==> src/rtl/crash_arbiter.sv <==
`timescale 1ns/1ps
`default_nettype none
// ============================================================================
//  Module   : crash_arbiter
//  Purpose  : Pixel-stream collision arbiter. On every clk_vga cycle it samples
//             the per-pixel alpha of the player plane, the bullet layer and
//             each enemy layer. Overlaps become one-cycle crash pulses, and
//             each layer (and the player) is limited to one hit per holdoff
//             window, counted in frames. It also tracks player life and
//             raises a sticky game-over.
//  Ports    : clk_vga, rst (async, active-high)
//             en_i, v_sync_i, pix_vali_i         - game/frame/pixel qualifiers
//             me_alpha_i, bullet_alpha_i,
//             enemy_alpha_i[N_ENEMY]             - per-pixel opacities
//             crash_enemy_bullet_o[N_ENEMY]      - bullet hit layer k (pulse)
//             crash_me_enemy_o[N_ENEMY]          - player hit layer k (pulse)
//             crash_bullet_o                     - kill the bullet (pulse)
//             me_hit_o                           - player lost a life (pulse)
//             me_life_o                          - remaining lives
//             game_over_o                        - sticky game-over level
//  Revision : 1.0 - initial release
// ============================================================================
module crash_arbiter #(
  parameter int N_ENEMY              = 3,
  parameter int ENEMY_HOLDOFF_FRAMES = 1,
  parameter int ME_HOLDOFF_FRAMES    = 60,
  parameter int ME_LIFE              = 3,
  parameter int ME_LIFE_BIT_LEN      = 2,
  parameter int HOLD_BIT_LEN         = 6
) (
  input  logic                       clk_vga,
  input  logic                       rst,
  input  logic                       en_i,
  input  logic                       v_sync_i,
  input  logic                       pix_vali_i,
  input  logic                       me_alpha_i,
  input  logic                       bullet_alpha_i,
  input  logic [N_ENEMY-1:0]         enemy_alpha_i,
  output logic [N_ENEMY-1:0]         crash_enemy_bullet_o,
  output logic [N_ENEMY-1:0]         crash_me_enemy_o,
  output logic                       crash_bullet_o,
  output logic                       me_hit_o,
  output logic [ME_LIFE_BIT_LEN-1:0] me_life_o,
  output logic                       game_over_o
);

  // Layer FSM: ARMED / HOLD. The player FSM reuses the encoding (INVULN = HOLD).
  localparam logic [0:0] ST_ARMED  = 1'b0;
  localparam logic [0:0] ST_HOLD   = 1'b1;
  localparam logic [0:0] ST_INVULN = 1'b1;

  localparam logic [HOLD_BIT_LEN-1:0]    C_ENEMY_HOLD = HOLD_BIT_LEN'(ENEMY_HOLDOFF_FRAMES);
  localparam logic [HOLD_BIT_LEN-1:0]    C_ME_HOLD    = HOLD_BIT_LEN'(ME_HOLDOFF_FRAMES);
  localparam logic [HOLD_BIT_LEN-1:0]    C_HOLD_ONE   = HOLD_BIT_LEN'(1);
  localparam logic [ME_LIFE_BIT_LEN-1:0] C_ME_LIFE    = ME_LIFE_BIT_LEN'(ME_LIFE);
  localparam logic [ME_LIFE_BIT_LEN-1:0] C_LIFE_ONE   = ME_LIFE_BIT_LEN'(1);
  localparam logic [ME_LIFE_BIT_LEN-1:0] C_LIFE_ZERO  = '0;

  // --------------------------------------------------------------------------
  // Frame-start edge detector. r_sync_primed blocks the first cycle after
  // reset so a v_sync already high at release is not taken as a new frame.
  // --------------------------------------------------------------------------
  logic r_v_sync_q;
  logic r_sync_primed;
  logic w_frame_start;

  always_ff @(posedge clk_vga or posedge rst) begin
    if (rst) begin
      r_v_sync_q    <= 1'b0;
      r_sync_primed <= 1'b0;
    end else begin
      r_v_sync_q    <= v_sync_i;
      r_sync_primed <= 1'b1;
    end
  end

  assign w_frame_start = v_sync_i & ~r_v_sync_q & r_sync_primed;

  // --------------------------------------------------------------------------
  // Output / life registers
  // --------------------------------------------------------------------------
  logic [N_ENEMY-1:0]         r_crash_enemy_bullet;
  logic [N_ENEMY-1:0]         r_crash_me_enemy;
  logic                       r_crash_bullet;
  logic                       r_me_hit;
  logic [ME_LIFE_BIT_LEN-1:0] r_me_life;
  logic                       r_game_over;

  logic                       w_qual;
  logic [N_ENEMY-1:0]         w_crash_me;
  logic [N_ENEMY-1:0]         w_crash_bul;
  logic                       w_me_hit;

  assign w_qual = en_i & pix_vali_i & ~r_game_over;

  // --------------------------------------------------------------------------
  // Player FSM. The player counts as armed already on the frame edge that
  // expires its holdoff, so that pixel can register a new hit.
  // --------------------------------------------------------------------------
  logic [0:0]              r_me_state;
  logic [HOLD_BIT_LEN-1:0] r_me_hold;
  logic                    w_me_armed;

  assign w_me_armed = (r_me_state == ST_ARMED) |
                      (w_frame_start & (r_me_hold == C_HOLD_ONE));

  always_ff @(posedge clk_vga or posedge rst) begin
    if (rst) begin
      r_me_state <= ST_ARMED;
      r_me_hold  <= '0;
    end else if (!en_i) begin
      r_me_state <= ST_ARMED;
      r_me_hold  <= '0;
    end else if (w_me_hit) begin
      // A hit on a frame-start cycle reloads; that edge is not counted.
      r_me_state <= ST_INVULN;
      r_me_hold  <= C_ME_HOLD;
    end else if ((r_me_state == ST_INVULN) && w_frame_start) begin
      r_me_hold <= r_me_hold - C_HOLD_ONE;
      if (r_me_hold == C_HOLD_ONE) begin
        r_me_state <= ST_ARMED;
      end
    end
  end

  // --------------------------------------------------------------------------
  // Per-enemy-layer FSMs and crash decode
  // --------------------------------------------------------------------------
  for (genvar k = 0; k < N_ENEMY; k++) begin : g_layer
    logic [0:0]              r_state;
    logic [HOLD_BIT_LEN-1:0] r_hold;
    logic                    w_armed;

    assign w_armed = (r_state == ST_ARMED) |
                     (w_frame_start & (r_hold == C_HOLD_ONE));

    // Player crash wins over bullet crash on the same layer and pixel.
    assign w_crash_me[k]  = w_qual & me_alpha_i & enemy_alpha_i[k] &
                            w_armed & w_me_armed;
    assign w_crash_bul[k] = w_qual & bullet_alpha_i & enemy_alpha_i[k] &
                            w_armed & ~w_crash_me[k];

    always_ff @(posedge clk_vga or posedge rst) begin
      if (rst) begin
        r_state <= ST_ARMED;
        r_hold  <= '0;
      end else if (!en_i) begin
        r_state <= ST_ARMED;
        r_hold  <= '0;
      end else if (w_crash_me[k] | w_crash_bul[k]) begin
        r_state <= ST_HOLD;
        r_hold  <= C_ENEMY_HOLD;
      end else if ((r_state == ST_HOLD) && w_frame_start) begin
        r_hold <= r_hold - C_HOLD_ONE;
        if (r_hold == C_HOLD_ONE) begin
          r_state <= ST_ARMED;
        end
      end
    end
  end

  assign w_me_hit = |w_crash_me;

  always_ff @(posedge clk_vga or posedge rst) begin
    if (rst) begin
      r_crash_enemy_bullet <= '0;
      r_crash_me_enemy     <= '0;
      r_crash_bullet       <= 1'b0;
      r_me_hit             <= 1'b0;
      r_me_life            <= C_ME_LIFE;
      r_game_over          <= 1'b0;
    end else begin
      r_crash_enemy_bullet <= w_crash_bul;
      r_crash_me_enemy     <= w_crash_me;
      r_crash_bullet       <= |w_crash_bul;
      r_me_hit             <= w_me_hit;
      if (w_me_hit) begin
        if (r_me_life != C_LIFE_ZERO) begin
          r_me_life <= r_me_life - C_LIFE_ONE;
        end
        // Game over lands together with the hit that takes the last life.
        if (r_me_life <= C_LIFE_ONE) begin
          r_game_over <= 1'b1;
        end
      end
    end
  end

  assign crash_enemy_bullet_o = r_crash_enemy_bullet;
  assign crash_me_enemy_o     = r_crash_me_enemy;
  assign crash_bullet_o       = r_crash_bullet;
  assign me_hit_o             = r_me_hit;
  assign me_life_o            = r_me_life;
  assign game_over_o          = r_game_over;

endmodule
`default_nettype wire

==> config.mk <==
export PLATFORM = sky130hd
export DESIGN_NAME = crash_arbiter
export DESIGN_NICKNAME = d
export VERILOG_FILES = /design/src/rtl/crash_arbiter.sv
export SDC_FILE = /design/constraint.sdc
export NUM_CORES = 1
export LEC_CHECK = 0
export ABC_AREA = 1
export CAP_MARGIN = 25
export CORE_UTILIZATION = 55
export DETAILED_ROUTE_END_ITERATION = 10
export PLACE_DENSITY = 0.77
export SKIP_CTS_REPAIR_TIMING = 1
export SLEW_MARGIN = 40
export SYNTH_ARGS = -nofsm -noshare
export SYNTH_HDL_FRONTEND = slang
export SYNTH_SLANG_ARGS = --single-unit
==> constraint.sdc <==
create_clock -name clk_vga -period 2.8 [get_ports clk_vga]
set_clock_uncertainty 0.1 [all_clocks]
set_input_delay 0.28 -clock clk_vga [delete_from_list [all_inputs] [get_ports clk_vga]]
set_output_delay 0.28 -clock clk_vga [all_outputs]
set_load 0.01 [all_outputs]
### Yosys cells after proc, flatten, opt, wreduce, memory -nomap -nowiden

Index checks and enable logic that the tools add are counted.

* logic and storage cells: 119
* output and inout bits: 11
* bits in registers: 41

* add/sub/neg operators: 5
* reduce and logical (&&, ||, !) cells: 13
* multiplexer cells: 28
* bitwise logic cells: 44
* magnitude comparators: 1
* eq/ne operators: 12

Operators by type and width (count)
* 6-bit 2-to-1 mux: 12
* 1-bit bitwise AND: 28
* 6-bit by 1-bit == test with 1-bit output, second input constant: 4
* 3-bit by 1-bit != test with 1-bit output, second input constant: 8
* 6-bit by 1-bit subtractor with 6-bit output, second input constant: 4
* 1-bit 2-to-1 mux: 16
* 2-bit AND reduction: 6
* 1-bit inverter: 9
* 1-bit bitwise OR: 7
* 3-bit OR reduction: 2
* 1-bit logical AND: 4
* 2-bit by 1-bit less-or-equal comparator with 1-bit output, second input constant: 1
* 2-bit nonzero test: 1
* 2-bit by 1-bit subtractor with 2-bit output, second input constant: 1

### Depth between registers and ports, before layout

* word-level depth: 12
* depth in mapped cells: 12

### Least setup slack after synthesis

OpenSTA, ideal clock, no wires.

* path kind: reg-to-reg
* from: register r_me_hold[1]
* to: register g_layer[2].r_hold[3]
* arrival: 1.280 ns
* setup time: 0.119 ns
* stages on the path, launching flop included: 12
* clock period less this slack: 1.499 ns
* path slack: 1.301 ns
* cell sequence: dfrtp_1 inv_1 ha_1 nand2_1 nor2_1 nand3_2 nand2_2 nand3_2 nand2_1 inv_2 nand2_2 nor2_1

* longest elaborated chain between the ends: 9
* elaborated cells between the ends (all ways): 10

RTL lines
* start, declared: line 101 `logic [HOLD_BIT_LEN-1:0] r_me_hold;`
* start signal, assigned: line 119 `r_me_hold <= r_me_hold - C_HOLD_ONE;`
* 6-bit by 1-bit == test with 1-bit output *: line 105 `(w_frame_start & (r_me_hold == C_HOLD_ONE));`
* 1-bit bitwise AND *: line 105
* 1-bit bitwise OR *: line 104 `assign w_me_armed = (r_me_state == ST_ARMED) |`
* 1-bit bitwise AND *: line 139 `w_armed & w_me_armed;`
* 1-bit inverter: line 141 `w_armed & ~w_crash_me[k];`
* 1-bit bitwise AND: line 141
* 1-bit bitwise OR *: line 150 `end else if (w_crash_me[k] | w_crash_bul[k]) begin`
* 6-bit 2-to-1 mux: line 150
* 6-bit 2-to-1 mux: line 147 `end else if (!en_i) begin`
* end signal, assigned: line 154 `r_hold <= r_hold - C_HOLD_ONE;`
* end, declared: line 131 `logic [HOLD_BIT_LEN-1:0] r_hold;`

Mark *: on every way between the ends. The rest lies on a longest branch, timed or not.
A chain may end at the register's enable or synchronous reset.

### Final worst setup path

* from: register r_me_life[0], in the netlist me_life_o[0]
* to: output me_life_o[0]

RTL lines
* start, declared: line 86 `logic [ME_LIFE_BIT_LEN-1:0] r_me_life;`
* start signal, assigned: line 179 `r_me_life <= r_me_life - C_LIFE_ONE;`
* end, declared: line 43 `output logic [ME_LIFE_BIT_LEN-1:0] me_life_o,`

No word-level cell between the ends.

==> summary.txt <==
total power density per cell area -> 473.0 nW/um^2
slowest cell delay on critical path -> 0.56 ns
crit path launch type -> register
port bufs -> 20
Root Buffer -> clkbuf_8
first-pass GRT wire length -> 7065 um
max_slew headroom -> 66.58%
clock tree buffer depth -> 2
clk slew on worst S/H paths -> 0.08 ns
Power Total -> 0.001193 W
Reg power frac -> 49.9%
outcome -> finished clean
Antenna Violating Nets Remaining -> 0
Hold Fails Final Rpt -> 0
CTS H-tree depth -> 2
Sw Share -> 19.22%
Synth area leaders -> dfrtp_1, nand2_1, inv_1, ha_1, nor2_1
most frequent cells in the layout -> dfrtp_1, nand2_1, inv_1, nor2_1, clkdlybuf4s50_1
Detail Placement HPWL -> 2763 um
Lkg Pwr -> 1.283 nW
unrepaired setup endpoints after global routing -> false
minimum clock period -> 1.773 ns
crit-path cells -> clkdlybuf4s50_1
Pins Over Slew Limit -> 0
first-pass detailed-route iteration total -> 4
# rows -> 22
DR WL/cell -> 12.28 um
FF+latch area -> 1028 sq um
I/O pin count -> 21
Buf+Inv Stages, Crit Path -> 1
setup violators final -> 0
crit share post-route -> 63.32%
initial antenna violation count -> 0
Cells after DPL -> 306
upper clock frequency limit -> 564.0 MHz
crit-path leading delay family -> flip-flops
# DRC -> 0
vias -> 1,592
Gate Count Post-Synth -> 237
CP required -> 2.42 ns
drt first-iter violations -> 75
top cell type's share of synthesized area -> 46.13%
vias in the first global route -> 1,631
fin nets -> 285
Final TNS setup -> 0 ns
Worst EP arrival -> 1.39 ns
Post-Syn Area -> 2116 sq um
largest net degree at the start of global routing -> 42
GRT Util Overall -> 22.70%
CP endpoint kind -> output pin
post-synth net total -> 257
Clk network pwr share -> 46.5%
synthesized area per cell -> 8.927 sq um
Least-Margin Pin Slew -> 0.5013 ns
Clock Sinks -> 41
Post-Route WL -> 3857 um
core area -> 3689 sq um
Die H -> 64.03 um
portion of total power attributed to combinational logic -> 3.6%
sequential share of the synthesized area -> 48.61%
Hold WC Path Type -> primary input to async pin
Netlist cell types -> 30
CTS Buf Count -> 5
max_cap viols -> 0
Fill cells -> 293
layout cells sized above 1 -> 12.41%
Yosys Warn Count -> 0
# diodes -> 0
initial core utilization -> 57.36%
P_int -> 0.0009634 W
grt total ovfl -> 0
largest area contributor in the synthesized netlist -> dfrtp_1
CTS tree -> yes
area grow syn2layout -> 19.16%
Sw Pwr -> 0.0002292 W
Die Wd -> 64.03 um
CP max FO -> 4
Finished Layout Cells -> 314
crit path kind -> register to output pin
routed vias/inst -> 5.070
Worst-Skew Late Latency -> 0.29 ns
area of the die -> 4099 sq um
most common cell after layout, fill and taps aside -> dfrtp_1
maximum vdd ir drop -> 299.1 uV
Yosys reg bits -> 41
slowest cell on the critical path -> dfstp_2
Placer Congestion -> 0.8143
multi-input logic area -> 937.1 sq um
[final timing paths]
kind                                             startpoint                            end  slack (ns)  depth (start not counted)
min                                                     rst  crash_me_enemy_o[1]$_DFF_PP0_        0.31                          3
min reg2reg                        me_life_o[0]$_DFFE_PP1P_       me_life_o[0]$_DFFE_PP1P_        0.39                          2
min in group clk_vga                               v_sync_i           r_v_sync_q$_DFF_PP0_        0.38                          1
max reg2reg                g_layer[2].r_hold[1]$_DFFE_PP0P_       r_me_hold[2]$_DFFE_PP0P_        1.03                         10
max in group asynchronous                               rst       me_life_o[1]$_DFFE_PP1P_        1.92                          3
max                                me_life_o[0]$_DFFE_PP1P_                   me_life_o[0]        1.03                          1
[synthesized netlist by cell type (all sizes together)]
| master | count |
|---|---|
| a21boi | 1 |
| a21oi | 6 |
| a31oi | 1 |
| clkbuf | 1 |
| conb | 1 |
| dfrtp | 39 |
| dfstp | 2 |
| ha | 10 |
| inv | 39 |
| nand2 | 40 |
| nand3 | 20 |
| nand4 | 2 |
| nor2 | 31 |
| nor3 | 6 |
| nor3b | 1 |
| nor4 | 2 |
| o21ai | 9 |
| o311ai | 4 |
| or2 | 5 |
| xnor2 | 6 |
| xor2 | 11 |
[layout make-up]
cell class / count / share of cell area (%)
tap: 48 / 2.382
inverter: 39 / 5.806
timing repair buffer: 22 / 8.536
sequential: 41 / 40.79
multi-input combinational: 156 / 37.17
clock buffer: 5 / 2.730
clock inverter: 3 / 2.581
[power groups by stage]
stage          sequential (W)  clock [W]  combinational [W]
3_5_place_dp         0.000606          0          0.0000433
3_3_place_gp         0.000606          0          0.0000430
4_1_cts              0.000594   0.000564          0.0000437
5_1_grt              0.000595   0.000585          0.0000484
2_1_floorplan        0.000606          0          0.0000204
6_report             0.000595   0.000555          0.0000431
[sequential cells by signal, indices dropped and copies added (netlist names), 2 cells and up]
| name | cells |
|---|---|
| crash_enemy_bullet_o | 3 |
| crash_me_enemy_o | 3 |
| g_layer.r_hold | 18 |
| g_layer.r_state | 3 |
| me_life_o | 2 |
| r_me_hold | 6 |
[cells by family (layout without fill, tap and decap cells)]
| kind of cell | Yosys count | after routing | synth area share, % |
|---|---|---|---|
| XOR/XNOR | 17 | 17 | 7.037 |
| AO/OA/AOI/OAI | 21 | 21 | 6.032 |
| AND/OR/NAND/NOR | 107 | 107 | 25.13 |
| flip-flops | 41 | 41 | 48.61 |
| buffers and inverters | 40 | 69 | 7.096 |
| other | 1 | 1 | 0.1772 |
| adder cells (fa/ha/maj) | 10 | 10 | 5.914 |
[layer usage]
| metal | routed length, um | share of wire, % | track usage (%) | vias up |
|---|---|---|---|---|
| li1 | - | - | - | 805 |
| met3 | 184 | 4.8 | 5.714 | 7 |
| met4 | 72 | 1.9 | 9.659 | 0 |
| met2 | 1821 | 47 | 37.50 | 34 |
| met1 | 1777 | 46 | 28.17 | 746 |
| met5 | 0 | 0 | 0 | - |
[per-stage QoR]
step / hold slack [ns] / instance area, sq um / worst slack (ns) / util, %
2_1_floorplan: 0.2114 / 2116 / 1.301 / -
5_1_grt: 0.3687 / 2521 / 0.8328 / 68.35
3_5_place_dp: 0.3826 / 2387 / 0.7377 / 64.72
6_report: 0.3147 / 2521 / 1.027 / 68.35
4_1_cts: 0.3253 / 2521 / 1.017 / 68.35
3_3_place_gp: 0.3751 / 2387 / 0.7692 / 64.72
No activity file was read; power rests on OpenSTA's default activity.
==> edit (same settings) <==
The output `crash_me_enemy_o` loses its register stage (`r_crash_me_enemy` becomes a continuous assignment).
--- a/src/rtl/crash_arbiter.sv
+++ b/src/rtl/crash_arbiter.sv
@@ -166,3 +166,2 @@
       r_crash_enemy_bullet <= '0;
-      r_crash_me_enemy     <= '0;
       r_crash_bullet       <= 1'b0;
@@ -173,3 +172,2 @@
       r_crash_enemy_bullet <= w_crash_bul;
-      r_crash_me_enemy     <= w_crash_me;
       r_crash_bullet       <= |w_crash_bul;
@@ -188,2 +186,4 @@
 
+  assign r_crash_me_enemy = w_crash_me;
+
   assign crash_enemy_bullet_o = r_crash_enemy_bullet;
Behaviour: not the same (a bounded check fails within 4 cycles, from zero or initial values and one cycle with rst high).
==> edit against the unedited design <==
- critical endpoint is now crash_me_enemy_o[0]
- largest cell class is now multi-input gates
- global-route usage shrank 0.56 points
- final area shrank 1.6%
- sequential cell count shrank 3
- worst setup slack lost 0.66 ns
- sequential power shrank 7.2%
- die area shrank 0.12%
- fmax shrank 27%
- critical path type unchanged
- non-clock buffer count grew 2
- routed wire length shrank 0.21%
- synthesized area shrank 0.12%
- power shrank 21%
==> edit: results (changes against the unedited design) <==
Setup path
  – Crit-path max FO: 6 (was 4)
  – Worst r2r path cells: 9 (was 10)
  – Critical path arrival: 2.06 ns (was 1.39 ns)
  – FF-to-FF End: g_layer[1].r_hold[5]$_DFFE_PP0P_ (was r_me_hold[2]$_DFFE_PP0P_)
  – Crit path capture: crash_me_enemy_o[0] (was me_life_o[0])
  – R2r setup slk: 1.08 ns (was 1.03 ns)
  – Worst setup path startpoint: r_me_hold[1]$_DFFE_PP0P_ (was me_life_o[0]$_DFFE_PP1P_)
  – WS Path Type: reg2out (unchanged)

Finish
  – Flip-flop count of the largest register after layout: 18 (unchanged)
  – Fin cells: 317 (was 314)
  – Number of nets in the layout: 289 (was 285)
  – Largest registers: g_layer.r_hold (18), r_me_hold (6) (unchanged)
  – # diodes: 0 (unchanged)
  – Fraction of layout cells with a size suffix above 1: 13.75% (was 12.41%)

Power
  – Max IR drop VDD: 0.2743 mV (was 0.2991 mV)
  – Leakage: 1.285 nW (was 1.283 nW)

Global routing
  – Largest net degree at the start of global routing: 39 (was 42)
  – First-pass GRT wire length: 6.858 mm (was 7.065 mm)
  – Gr usage total: 22.15% (was 22.70%)
  – Initial antenna violation count: 0 (unchanged)

Synthesis
  – FFs w/ async S/R, synth: 100.0% (unchanged)
  – YS warnings: 0 (unchanged)
  – Yosys cell types: 30 (unchanged)
  – Post-synthesis mux area share: 0% (unchanged)
  – Commonest cells post-synth: inv_1, dfrtp_1, nand2_1 (was dfrtp_1, nand2_1, inv_1)
  – Predominant post-synthesis flop cell: dfrtp_1 (unchanged)
  – Synth Area in XOR/XNOR: 7.874% (was 7.037%)
  – Compound-Gate Fraction of Synth Area: 5.210% (was 6.032%)
  – Sequential area share after synthesis: 45.12% (was 48.61%)
  – Avg Inst Size Synth: 8.842 um2 (was 8.927 um2)
  – Post-Syn Nets: 259 (was 257)
  – Top cells by area, synth: dfrtp_1, inv_1, nand2_1 (was dfrtp_1, nand2_1, inv_1)
  – Adder-Cell Fraction of Synth Area: 5.921% (was 5.914%)

Placement
  – Port buffer count: 20 (unchanged)
  – Dpl hpwl: 2.889 mm (was 2.763 mm)
  – Worst slack at placement: 0.1353 ns (was 0.7377 ns)
  – Routability Congestion: 0.9016 (was 0.8143)
  – # placed instances: 310 (was 306)
  – Placed inst area: 0.002400 mm2 (was 0.002387 mm2)

Detailed routing
  – Drt total wl: 3.849 mm (was 3.857 mm)
  – 1st-iter DRT viols: 93 (was 75)
  – Vias per cell: 4.937 (was 5.070)
  – First-pass iteration count of the detailed router: 4 (unchanged)

STA
  – Final worst setup slack: 0.3636 ns (was 1.027 ns)
  – Hold WS: 0.3126 ns (was 0.3147 ns)

Clock network
  – H-Tree Depth: 2 (unchanged)
  – Clk buf depth: 2 (unchanged)
  – Reg clk slew, reported paths: 0.07 ns
  – Clk_lat worst skew: 0.29 ns (about the same)
  – CTS Buf Count: 5 (unchanged)

Flow run
  – Number of max-cap violations: 0 (unchanged)

Worst hold path
  – Hold/Removal Path Class: in2async (unchanged)

Outcome
  – Status: completed (unchanged)
==> edit: cell type report <==
type	count	area, um2
multi-input cells	157	994.7
clock buffers	7	76.32
repair buffers	24	235.2
inverters	43	161.4
flip-flops and latches	38	953.4
fillers	294	1180
well taps	48	60.06
==> edit: worst max-delay path, cell delays in order (launching register included) <==
cell and delay, ns:
dfrtp_1 0.39, inv_1 0.08, ha_1 0.14, nand2_1 0.06, nor2_1 0.17, nand3_2 0.11, nand2_4 0.11, nand3_4 0.11
inv_1 0.08, clkdlybuf4s50_1 0.53
==> edit: report_power, final <==
| part | internal, W | total (W) | switching [W] |
|---|---|---|---|
| Combinational | 0.0000169 | 0.0000435 | 0.0000266 |
| Clock | 0.000171 | 0.000351 | 0.000180 |
| Sequential | 0.000550 | 0.000552 | 0.00000142 |
==> edit: layer usage <==
layer | global-route usage [%] | wire length, um
met4 | 11.08 | 71
met1 | 28.32 | 1805
met2 | 35.24 | 1804
met3 | 4.821 | 168
met5 | 0 | 0
